File: config.mk
export PLATFORM = sky130hd
export DESIGN_NAME = perm_write_ctrl
export DESIGN_NICKNAME = d
export VERILOG_FILES = /design/src/rtl/perm_pkg.sv /design/src/rtl/perm_key_table.sv /design/src/rtl/perm_write_ctrl.sv
export SDC_FILE = /design/constraint.sdc
export NUM_CORES = 1
export LEC_CHECK = 0
export CORE_UTILIZATION = 57
export DETAILED_ROUTE_END_ITERATION = 10
export PLACE_DENSITY = 0.84
export SETUP_SLACK_MARGIN = 0.3
export SLEW_MARGIN = 20
export SYNTH_ARGS = -nofsm -noshare
export SYNTH_HDL_FRONTEND = slang
export SYNTH_SLANG_ARGS = --single-unit
File: constraint.sdc
create_clock -name clk -period 7.72 [get_ports clk]
set_input_delay 1.544 -clock clk [delete_from_list [all_inputs] [get_ports clk]]
set_output_delay 1.544 -clock clk [all_outputs]
set_load 0.02 [all_outputs]
File: src/rtl/perm_pkg.sv
// Shared definitions for the permission write controller: FSM state
// encoding and response codes.
package perm_pkg;

  localparam logic [2:0] ST_IDLE  = 3'd0;
  localparam logic [2:0] ST_CHECK = 3'd1;
  localparam logic [2:0] ST_APPLY = 3'd2;
  localparam logic [2:0] ST_RESP  = 3'd3;
  localparam logic [2:0] ST_LOCK  = 3'd4;

  localparam logic RSP_OK     = 1'b1;
  localparam logic RSP_REJECT = 1'b0;

endpackage

File: src/rtl/perm_key_table.sv
// Owner-key register file: one write port, one combinational read port,
// async reset to zero. Writes to ids at or beyond NUM_OBJ are dropped.
module perm_key_table #(
  parameter int NUM_OBJ = 16,
  parameter int ID_W    = 4,
  parameter int KEY_W   = 8
) (
  input  logic             clk,
  input  logic             reset,
  input  logic             wr,
  input  logic [ID_W-1:0]  wr_id,
  input  logic [KEY_W-1:0] wr_data,
  input  logic [ID_W-1:0]  rd_id,
  output logic [KEY_W-1:0] rd_data
);

  logic [KEY_W-1:0] mem [NUM_OBJ];

  always_ff @(posedge clk or posedge reset) begin
    if (reset) begin
      for (int i = 0; i < NUM_OBJ; i++) mem[i] <= '0;
    end else begin
      for (int i = 0; i < NUM_OBJ; i++) begin
        if (wr && (wr_id == ID_W'(i))) mem[i] <= wr_data;
      end
    end
  end

  // Out-of-range ids read as zero; the controller rejects them anyway.
  always_comb begin
    rd_data = '0;
    for (int i = 0; i < NUM_OBJ; i++) begin
      if (rd_id == ID_W'(i)) rd_data = mem[i];
    end
  end

endmodule

File: src/rtl/perm_write_ctrl.sv
// Permission write controller: key-checked grant/revoke requests become
// single-cycle set/reset pulses, with lockout after repeated key failures.
module perm_write_ctrl
  import perm_pkg::*;
#(
  parameter int NUM_OBJ     = 16,
  parameter int ID_W        = 4,
  parameter int KEY_W       = 8,
  parameter int MAX_FAILS   = 3,
  parameter int LOCK_CYCLES = 64
) (
  input  logic               clk,
  input  logic               reset,
  input  logic               req_valid,
  output logic               req_ready,
  input  logic [ID_W-1:0]    req_id,
  input  logic               req_grant,
  input  logic [KEY_W-1:0]   req_key,
  input  logic               key_wr,
  input  logic [ID_W-1:0]    key_wr_id,
  input  logic [KEY_W-1:0]   key_wr_data,
  output logic [NUM_OBJ-1:0] perm_set,
  output logic [NUM_OBJ-1:0] perm_reset,
  output logic [NUM_OBJ-1:0] perm_shadow,
  output logic               rsp_valid,
  output logic               rsp_ok,
  input  logic               rsp_ready,
  output logic               locked
);

  // Handshakes: a request transfers on a rising edge where req_valid and
  // req_ready are both high; a response transfers where rsp_valid and
  // rsp_ready are both high. rsp_valid/rsp_ok hold until that transfer.

  localparam int FAIL_W = $clog2(MAX_FAILS + 1);
  localparam int LOCK_W = $clog2(LOCK_CYCLES + 1);

  logic [2:0]         state;
  logic [ID_W-1:0]    id_q;
  logic               grant_q;
  logic [KEY_W-1:0]   key_q;
  logic [FAIL_W-1:0]  fail_cnt;
  logic [LOCK_W-1:0]  lock_cnt;
  logic               rsp_ok_q;
  logic [NUM_OBJ-1:0] shadow_q;
  logic [KEY_W-1:0]   tbl_key;
  logic [NUM_OBJ-1:0] id_onehot;
  logic               id_ok;
  logic               check_pass;

  perm_key_table #(
    .NUM_OBJ (NUM_OBJ),
    .ID_W    (ID_W),
    .KEY_W   (KEY_W)
  ) u_key_table (
    .clk     (clk),
    .reset   (reset),
    .wr      (key_wr),
    .wr_id   (key_wr_id),
    .wr_data (key_wr_data),
    .rd_id   (id_q),
    .rd_data (tbl_key)
  );

  // An all-zero decode doubles as the out-of-range flag.
  always_comb begin
    id_onehot = '0;
    for (int i = 0; i < NUM_OBJ; i++) begin
      if (id_q == ID_W'(i)) id_onehot[i] = 1'b1;
    end
  end

  assign id_ok      = |id_onehot;
  assign check_pass = id_ok && (key_q == tbl_key);

  always_ff @(posedge clk or posedge reset) begin
    if (reset) begin
      state    <= ST_IDLE;
      id_q     <= '0;
      grant_q  <= 1'b0;
      key_q    <= '0;
      fail_cnt <= '0;
      lock_cnt <= '0;
      rsp_ok_q <= 1'b0;
      shadow_q <= '0;
    end else begin
      case (state)
        ST_IDLE: begin
          if (req_valid) begin
            id_q    <= req_id;
            grant_q <= req_grant;
            key_q   <= req_key;
            state   <= ST_CHECK;
          end
        end
        ST_CHECK: begin
          if (check_pass) begin
            state <= ST_APPLY;
          end else begin
            if (fail_cnt != FAIL_W'(MAX_FAILS)) fail_cnt <= fail_cnt + 1'b1;
            rsp_ok_q <= RSP_REJECT;
            state    <= ST_RESP;
          end
        end
        ST_APPLY: begin
          shadow_q <= grant_q ? (shadow_q | id_onehot) : (shadow_q & ~id_onehot);
          fail_cnt <= '0;
          rsp_ok_q <= RSP_OK;
          state    <= ST_RESP;
        end
        ST_RESP: begin
          if (rsp_ready) begin
            rsp_ok_q <= 1'b0;
            state    <= (fail_cnt == FAIL_W'(MAX_FAILS)) ? ST_LOCK : ST_IDLE;
          end
        end
        ST_LOCK: begin
          if (lock_cnt == LOCK_W'(LOCK_CYCLES - 1)) begin
            lock_cnt <= '0;
            fail_cnt <= '0;
            state    <= ST_IDLE;
          end else begin
            lock_cnt <= lock_cnt + 1'b1;
          end
        end
        default: state <= ST_IDLE;
      endcase
    end
  end

  // Pulses decode straight from state so reset kills them immediately.
  assign req_ready   = (state == ST_IDLE) && !reset;
  assign perm_set    = ((state == ST_APPLY) && grant_q)  ? id_onehot : '0;
  assign perm_reset  = ((state == ST_APPLY) && !grant_q) ? id_onehot : '0;
  assign perm_shadow = shadow_q;
  assign rsp_valid   = (state == ST_RESP);
  assign rsp_ok      = rsp_ok_q;
  assign locked      = (state == ST_LOCK);

endmodule
Word-level counts from Yosys, hierarchy flattened:

Index checks and enable logic that the tools add are counted.

* register bits: 170
* latch bits: 0
* RAM bits: 0
* bits in read-only memories: 0
* input port bits: 30
* output and inout bits: 52
* logic and storage cells: 153
* memories: 0

* add/sub/neg operators: 2
* $mul: 0
* divide/modulo/power cells: 0
* $lt $le $gt $ge: 0
* equality and inequality tests: 43
* shifts and indexed selects: 0
* mux-type cells: 49
* bitwise operators: 3
* reductions and logical operators: 32

Operator list (count)
* $mux 8: 16
* $eq 4x4->1 const B: 16
* $mux 16: 3
* $eq 4x3->1 const B: 8
* $logic_and 1x1->1: 20
* $mux 1: 19
* $and 16x16->16: 1
* $eq 4x2->1 const B: 4
* $not 16->16: 1
* $or 16x16->16: 1
* $reduce_or 16->1: 1
* $pmux 3 s5: 1
* $mux 3: 4
* $eq 4x1->1 const B: 2
* $eq 8x8->1: 1
* $logic_not 4->1: 2
* $ne 2x2->1 const B: 4
* $add 7x1->7 const B: 1
* $eq 7x6->1 const B: 1
* $mux 7: 1
* $eq 3x2->1 const B: 2
* $mux 2: 3
* $pmux 2 s3: 1
* $reduce_and 3->1: 2
* 11 further kinds: 14

Longest topological paths before layout:

Gate-level depths: netlist of the first run.

* depth after elaboration: 21
* depth in mapped cells: 12
* gate-level depth less buffers: 8

By module:

From an unflattened synthesis of the first run, not the netlist that was laid out.

* cells, all modules: 731
* area, all modules: 8650.8 µm²

By module, submodules not included
* perm_key_table: instances 1, cells an instance 505, area an instance 6426.2 µm², sequential area each 3203.1 µm²
* perm_write_ctrl: instances 1, cells an instance 226, area an instance 2224.6 µm², sequential area each 1051.0 µm²

Worst setup path after synthesis of the first run:

Ideal clock, no wire load.

* path kind: in2out
* start point: input reset
* end point: output req_ready
* data arrival time: 2171 ps
* data required time: 6176 ps
* slack: 4005 ps
* stages on the path: 1
* path buffers: 0
* cells stage by stage: nor4_1

* word-level cells in the longest chain between the ends: 2

Ends and longest elaborated chain
* from (decl): line perm_write_ctrl.sv:13 `input logic reset,`
* $logic_not 1->1: line perm_write_ctrl.sv:132 `assign req_ready = (state == ST_IDLE) && !reset;`
* $logic_and 1x1->1: line perm_write_ctrl.sv:132
* to (decl): line perm_write_ctrl.sv:15 `output logic req_ready,`

Every way passes these cells.

Final worst setup path of the first run:

* start point: register id_q[2]
* end point: output perm_set[12]

* word-level cells in the longest chain between the ends: 3

Ends and longest elaborated chain
* from (decl): line perm_write_ctrl.sv:39 `logic [ID_W-1:0] id_q;`
* from (signal assigned): line perm_write_ctrl.sv:90 `id_q <= req_id;`
* $eq 4x4->1: line perm_write_ctrl.sv:69 `if (id_q == ID_W'(i)) id_onehot[i] = 1'b1;`
* $mux 1: line perm_write_ctrl.sv:69
* $mux 16: line perm_write_ctrl.sv:133 `assign perm_set = ((state == ST_APPLY) && grant_q) ? id_onehot : '0;`
* to (decl): line perm_write_ctrl.sv:22 `output logic [NUM_OBJ-1:0] perm_set,`

Every way passes these cells.

==> impl_metrics.json, run 1 <==
{
  "cts_sinks": 170,
  "rsz0062_at_grt": "false",
  "syn_avg_cell_area_um2": 11.6,
  "diodes": 0,
  "drc": 0,
  "gp_congestion": 0.888,
  "worst_setup_path_end_kind": "output port",
  "synth.distinct_cells": 68,
  "dp_hpwl_um": 13300,
  "mostFrequentLayoutCell": "dfrtp_1",
  "synth-async-reset-ratio_pct": 100,
  "worst_slew_pin_slew_ns": 1.14,
  "netlist_area_um2": 8330,
  "grt_pass1_vias": 6053,
  "drive_above_1_share_pct": 24.7,
  "routed-via-count": 6101,
  "fin_skew_ns": 0.00963,
  "crit_type": "reg2out",
  "clkLatencyLatePin_ns": 0.43,
  "portBuffers": 81,
  "dieWidth_um": 123,
  "first_iter_violations": 582,
  "crit_path_start_kind": "register",
  "area_growth_pct": 17.7,
  "cap_viol_max_count": 0,
  "via_per_inst": 6.30,
  "worstPathArrival_ns": 3.00,
  "die_h_um": 123,
  "ios": 82,
  "final_hold_viol_count": 0,
  "holdCritPathClass": "reg2reg",
  "synthCells": 716,
  "wl_per_cell_um": 21.0,
  "leakage_nw": 4.12,
  "synth_seq_cells": 170,
  "antenna_found_initial": 0,
  "max_slew_margin_pct": 23.7,
  "clockRootBuffer": "clkbuf_16",
  "max_freq_mhz": 220,
  "gr-total-overflow": 0,
  "grt_pass1_wl_um": 32200,
  "worst-endpoint-required_ns": 6.18,
  "ys_seq_area_share_pct": 51.1,
  "synth_top_family_by_area": "multiplexers",
  "grt_util_all_layers_pct": 28.5,
  "cts_made_buffers": 17,
  "cts_buffer_depth": 2,
  "nFillCells": 919,
  "yosys.area.top_type_share_pct": 51.1,
  "finalCriticalPeriod_ns": 4.54,
  "yosys-top-cells-area": "dfrtp_1 51%, mux2_2 19%, nor2_1 2.8%",
  "ys.flop_type": "dfrtp_1",
  "cts_setup_buffers": 0,
  "critPathMaxFanout": 54,
  "yosys.area_share.simple_pct": 11.6,
  "cts_tree": "done",
  "grt_max_degree": 89,
  "nNetsFinal": 807,
  "status": "completed",
  "synth_fa_ha_area_share_pct": 0.300,
  "peakVddDrop_uv": 244,
  "synth_compound_area_share_pct": 9.40,
  "fin_crit_sh_pct": 58.9,
  "fin_setup_tns_ns": 0,
  "cts_resized": 0,
  "postCtsHoldBufs": 0,
  "synth.largest_area_cell": "dfrtp_1",
  "synth-warning-count": 0,
  "synth_edf_count": 0,
  "drt-total-wl_um": 20400,
  "num_rows": 43,
  "drt-pass1-iter-count": 5,
  "dieArea_um2": 15100,
  "clk_pin_slew_worst_paths_ns": 0.07,
  "final_cell_mix": "169 x dfrtp_1, 143 x mux2_2, 81 x clkdlybuf4s50_1",
  "power.total_mw": 3.52,
  "maxSlewViolCount": 0,
  "ant_nets": 0,
  "initial_utilization_pct": 59.3,
  "synth_xor_area_share_pct": 0.841,
  "synth.net_count": 748,
  "core_area_um2": 14000,
  "synth.area.mux_share_pct": 23.4,
  "power_density_nw_per_um2": 359,
  "report.final.setup_viol": 0,
  "cts_htree_levels": 4
}
==> report_power, final <==
part	switching [mW]	total, mW	internal (mW)
Clock	0.357	0.900	0.543
Combinational	0.720	1.30	0.579
Sequential	0.198	1.32	1.13
Total	1.27	3.52	2.25
==> area by class of cell <==
class	instances	area [um2]	share of cell area, %
clock buffers	18	429	4.38
repair buffers	87	860	8.76
clock inverters	14	195	1.99
multi-input cells	488	3800	38.7
well taps	180	225	2.30
flip-flops and latches	170	4260	43.4
inverters	11	46.3	0.472
==> metrics by stage <==
stage / hold slack [ns] / worst slack, ns / area [um2] / util, % / instances
after floorplan: 0.450 / 1.57 / 8330 / - / 716
after global placement: 0.459 / 3.31 / 9180 / 65.4 / 936
after detailed placement: 0.465 / 3.30 / 9180 / 65.4 / 936
after CTS: 0.479 / 3.18 / 9800 / 69.8 / 968
after global routing: 0.481 / 3.03 / 9810 / 69.8 / 968
final: 0.480 / 3.18 / 9810 / 69.8 / 968
==> cells in the mapped netlist, types with 4 or more instances <==
cell / count
nand2_1: 43
o22ai_1: 10
mux2i_1: 23
or3_1: 4
xnor2_1: 6
o21ai_0: 34
a21o_1: 8
mux2_2: 143
buf_4: 4
buf_2: 12
nand3b_1: 13
nor2b_1: 9
nand3_1: 13
a21oi_1: 14
nand2b_1: 11
buf_6: 5
clkbuf_1: 25
nor2_1: 63
inv_1: 10
nor3_1: 10
and3_1: 4
nand4_1: 7
dfrtp_1: 170
o32ai_1: 4
==> registers in the layout, indices dropped and copies added, names as in the netlist, named ones only <==
name / cells
state: 3
rsp_ok: 1
grant_q: 1
key_q: 8
fail_cnt: 2
lock_cnt: 7
u_key_table.mem: 128
id_q: 4
==> path summary, 6_finish.rpt <==
| path | end | cells after the start | startpoint | slack (ns) |
|---|---|---|---|---|
| max | perm_set[12] | 5 | id_q[2] | 3.18 |
| min | register | 1 | register | 0.48 |
| max reg2reg | fail_cnt[1] | 9 | id_q[0] | 3.94 |
| min reg2reg | register | 1 | register | 0.48 |
| max in group asynchronous | u_key_table.mem[86] | 3 | reset | 4.84 |
| min in group asynchronous | state[1] | 2 | reset | 1.65 |
==> metal layers <==
metal | track usage, % | wire length (um)
met5 | 0 | 0
met4 | 13.6 | 753
met3 | 5.81 | 1370
met2 | 47.2 | 9930
met1 | 35.8 | 8300
==> worst max-delay path: stages (launching register included) <==
cell and delay, ns:
dfrtp_1 0.34, buf_4 0.51, nor2b_1 0.65, nand3_1 0.24, nor2_1 0.18, clkdlybuf4s50_1 0.62
==> logic make-up after synthesis <==
logic type / after synthesis
multiplexers: 172
buffers and inverters: 58
XOR/XNOR: 8
flip-flops: 170
AO/OA/AOI/OAI: 114
adder cells (fa/ha/maj): 2
AND/OR/NAND/NOR: 192
No activity file was read; power rests on OpenSTA's default activity.
==> run 2, diff against run 1 <==
==> constraint.sdc (replaced) <==
create_clock -name clk -period 4.3 [get_ports clk]
set_input_delay 0.86 -clock clk [delete_from_list [all_inputs] [get_ports clk]]
set_output_delay 0.86 -clock clk [all_outputs]
set_load 0.02 [all_outputs]
==> impl_metrics.json, run 2 (synthesis results as in run 1) <==
{
  "die_h_um": 123,
  "max_slew_margin_pct": 22.2,
  "worst_slew_pin_slew_ns": 1.16,
  "leakage_nw": 4.16,
  "final_cell_mix": "169 x dfrtp_1, 143 x mux2_2, 81 x clkdlybuf4s50_1",
  "worst_setup_path_end_kind": "output port",
  "reg_top3": "u_key_table.mem (128), key_q (8), lock_cnt (7)",
  "core_area_um2": 14000,
  "cts_tree": "done",
  "clk_pin_slew_worst_paths_ns": 0.06,
  "power_density_nw_per_um2": 647,
  "maxSlewViolCount": 0,
  "portBuffers": 81,
  "area_growth_pct": 18.6,
  "pwr-share-seq_pct": 37.3,
  "critPathMaxFanout": 14,
  "wl_per_cell_um": 22.0,
  "ant_nets": 0,
  "netSwitchingFraction_pct": 36.2,
  "drt-pass1-iter-count": 5,
  "postCtsHoldBufs": 0,
  "gr-total-overflow": 0,
  "cts_setup_buffers": 0,
  "rsz0062_at_grt": "false",
  "nNetsFinal": 813,
  "routed-via-count": 6210,
  "cp_num_buf_inv": 1,
  "status": "completed",
  "clockRootBuffer": "clkbuf_16",
  "fin_skew_ns": 0.00625,
  "power.total_mw": 6.39,
  "largest_reg_flops": 128,
  "gp_congestion": 0.874,
  "worst-endpoint-required_ns": 3.44,
  "r2r-start": "id_q[0]",
  "worstPathArrival_ns": 2.77,
  "grt_pass1_wl_um": 33600,
  "fin_setup_tns_ns": 0,
  "final_hold_viol_count": 0,
  "drt-total-wl_um": 21400,
  "pwr-share-comb_pct": 37.0,
  "switchingPower_mw": 2.31,
  "dieArea_um2": 15100,
  "grt_util_all_layers_pct": 30.3,
  "diodes": 0,
  "intPower_mw": 4.08,
  "peakVddDrop_uv": 350,
  "max_freq_mhz": 276,
  "initial_utilization_pct": 59.3,
  "num_rows": 43,
  "dp_hpwl_um": 14500,
  "crit_path_start_kind": "register",
  "fin_crit_sh_pct": 84.4,
  "dieWidth_um": 123,
  "clkLatencyLatePin_ns": 0.44,
  "finalCriticalPeriod_ns": 3.63,
  "cap_viol_max_count": 0,
  "ff2ff_setup_slack_ns": 0.92,
  "holdPathStages": 1,
  "largest_register": "u_key_table.mem",
  "drive_above_1_share_pct": 25.2,
  "crit_type": "reg2out",
  "antenna_found_initial": 0,
  "worstPathCellList": "nor2_1, nand2_1, nor3_1, nand2_1, nor2_1, clkdlybuf4s50_1",
  "ios": 82,
  "first_iter_violations": 630,
  "clock_power_share_pct": 25.6,
  "cts_resized": 0,
  "holdCritPathClass": "reg2reg",
  "slowest_stage": "clkdlybuf4s50_1",
  "mostFrequentLayoutCell": "dfrtp_1",
  "grt_max_degree": 50,
  "via_per_inst": 6.38,
  "cts_htree_levels": 4,
  "report.final.setup_viol": 0,
  "cts_made_buffers": 17,
  "grt_pass1_vias": 6240,
  "r2r_cells": 9,
  "path_depth": 6,
  "cts_sinks": 170,
  "critPathTopFamily": "simple AND/OR/NAND/NOR gates",
  "cts_buffer_depth": 2,
  "reg2reg_to": "fail_cnt[1]",
  "drc": 0,
  "max_stage_delay_ns": 0.63
}
-- run 2: power by group through the flow --
stage	logic, mW	registers, mW	clock network [mW]
after global routing	2.52	2.43	1.73
after CTS	2.34	2.37	1.66
after global placement	2.25	2.36	0
after detailed placement	2.32	2.39	0
after floorplan	1.75	2.29	0
final	2.37	2.38	1.64
-- run 2: stage by stage --
step | instance area [um2] | utilization [%] | instances | hold slack [ns] | setup WS (ns)
6_report | 9880 | 70.3 | 974 | 0.478 | 0.673
4_1_cts | 9880 | 70.3 | 974 | 0.483 | 0.715
3_5_place_dp | 9250 | 65.9 | 942 | 0.469 | 1.06
3_3_place_gp | 9250 | 65.9 | 942 | 0.459 | 1.17
2_1_floorplan | 8330 | - | 716 | 0.450 | 1.27
5_1_grt | 9880 | 70.3 | 974 | 0.505 | 0.396
-- run 2: layer usage --
layer / track usage, % / wire (um) / up-vias
li1: - / - / 2721
met1: 38.1 / 8560 / 3104
met2: 49.1 / 10400 / 316
met3: 6.64 / 1520 / 69
met4: 15.9 / 894 / 0
met5: 0 / 0 / -
-- run 2: worst max path at each step --
stage	from	endpoint	slack (ns)
final	state[2]	perm_set[2]	0.67
after global routing	state[2]	perm_set[0]	0.40
after CTS	state[2]	perm_set[0]	0.71
after detailed placement	id_q[0]	fail_cnt[1]	1.06
after global placement	id_q[0]	fail_cnt[1]	1.17
after floorplan	reset	async pin	1.27
-- run 2: area by class of cell --
type | instances | area [um2]
clock buffer | 21 | 460
clock inverter | 11 | 168
fill | 918 | 4170
inverter | 11 | 45.0
multi-input combinational | 488 | 3800
sequential | 170 | 4260
tap | 180 | 225
timing repair buffer | 93 | 926
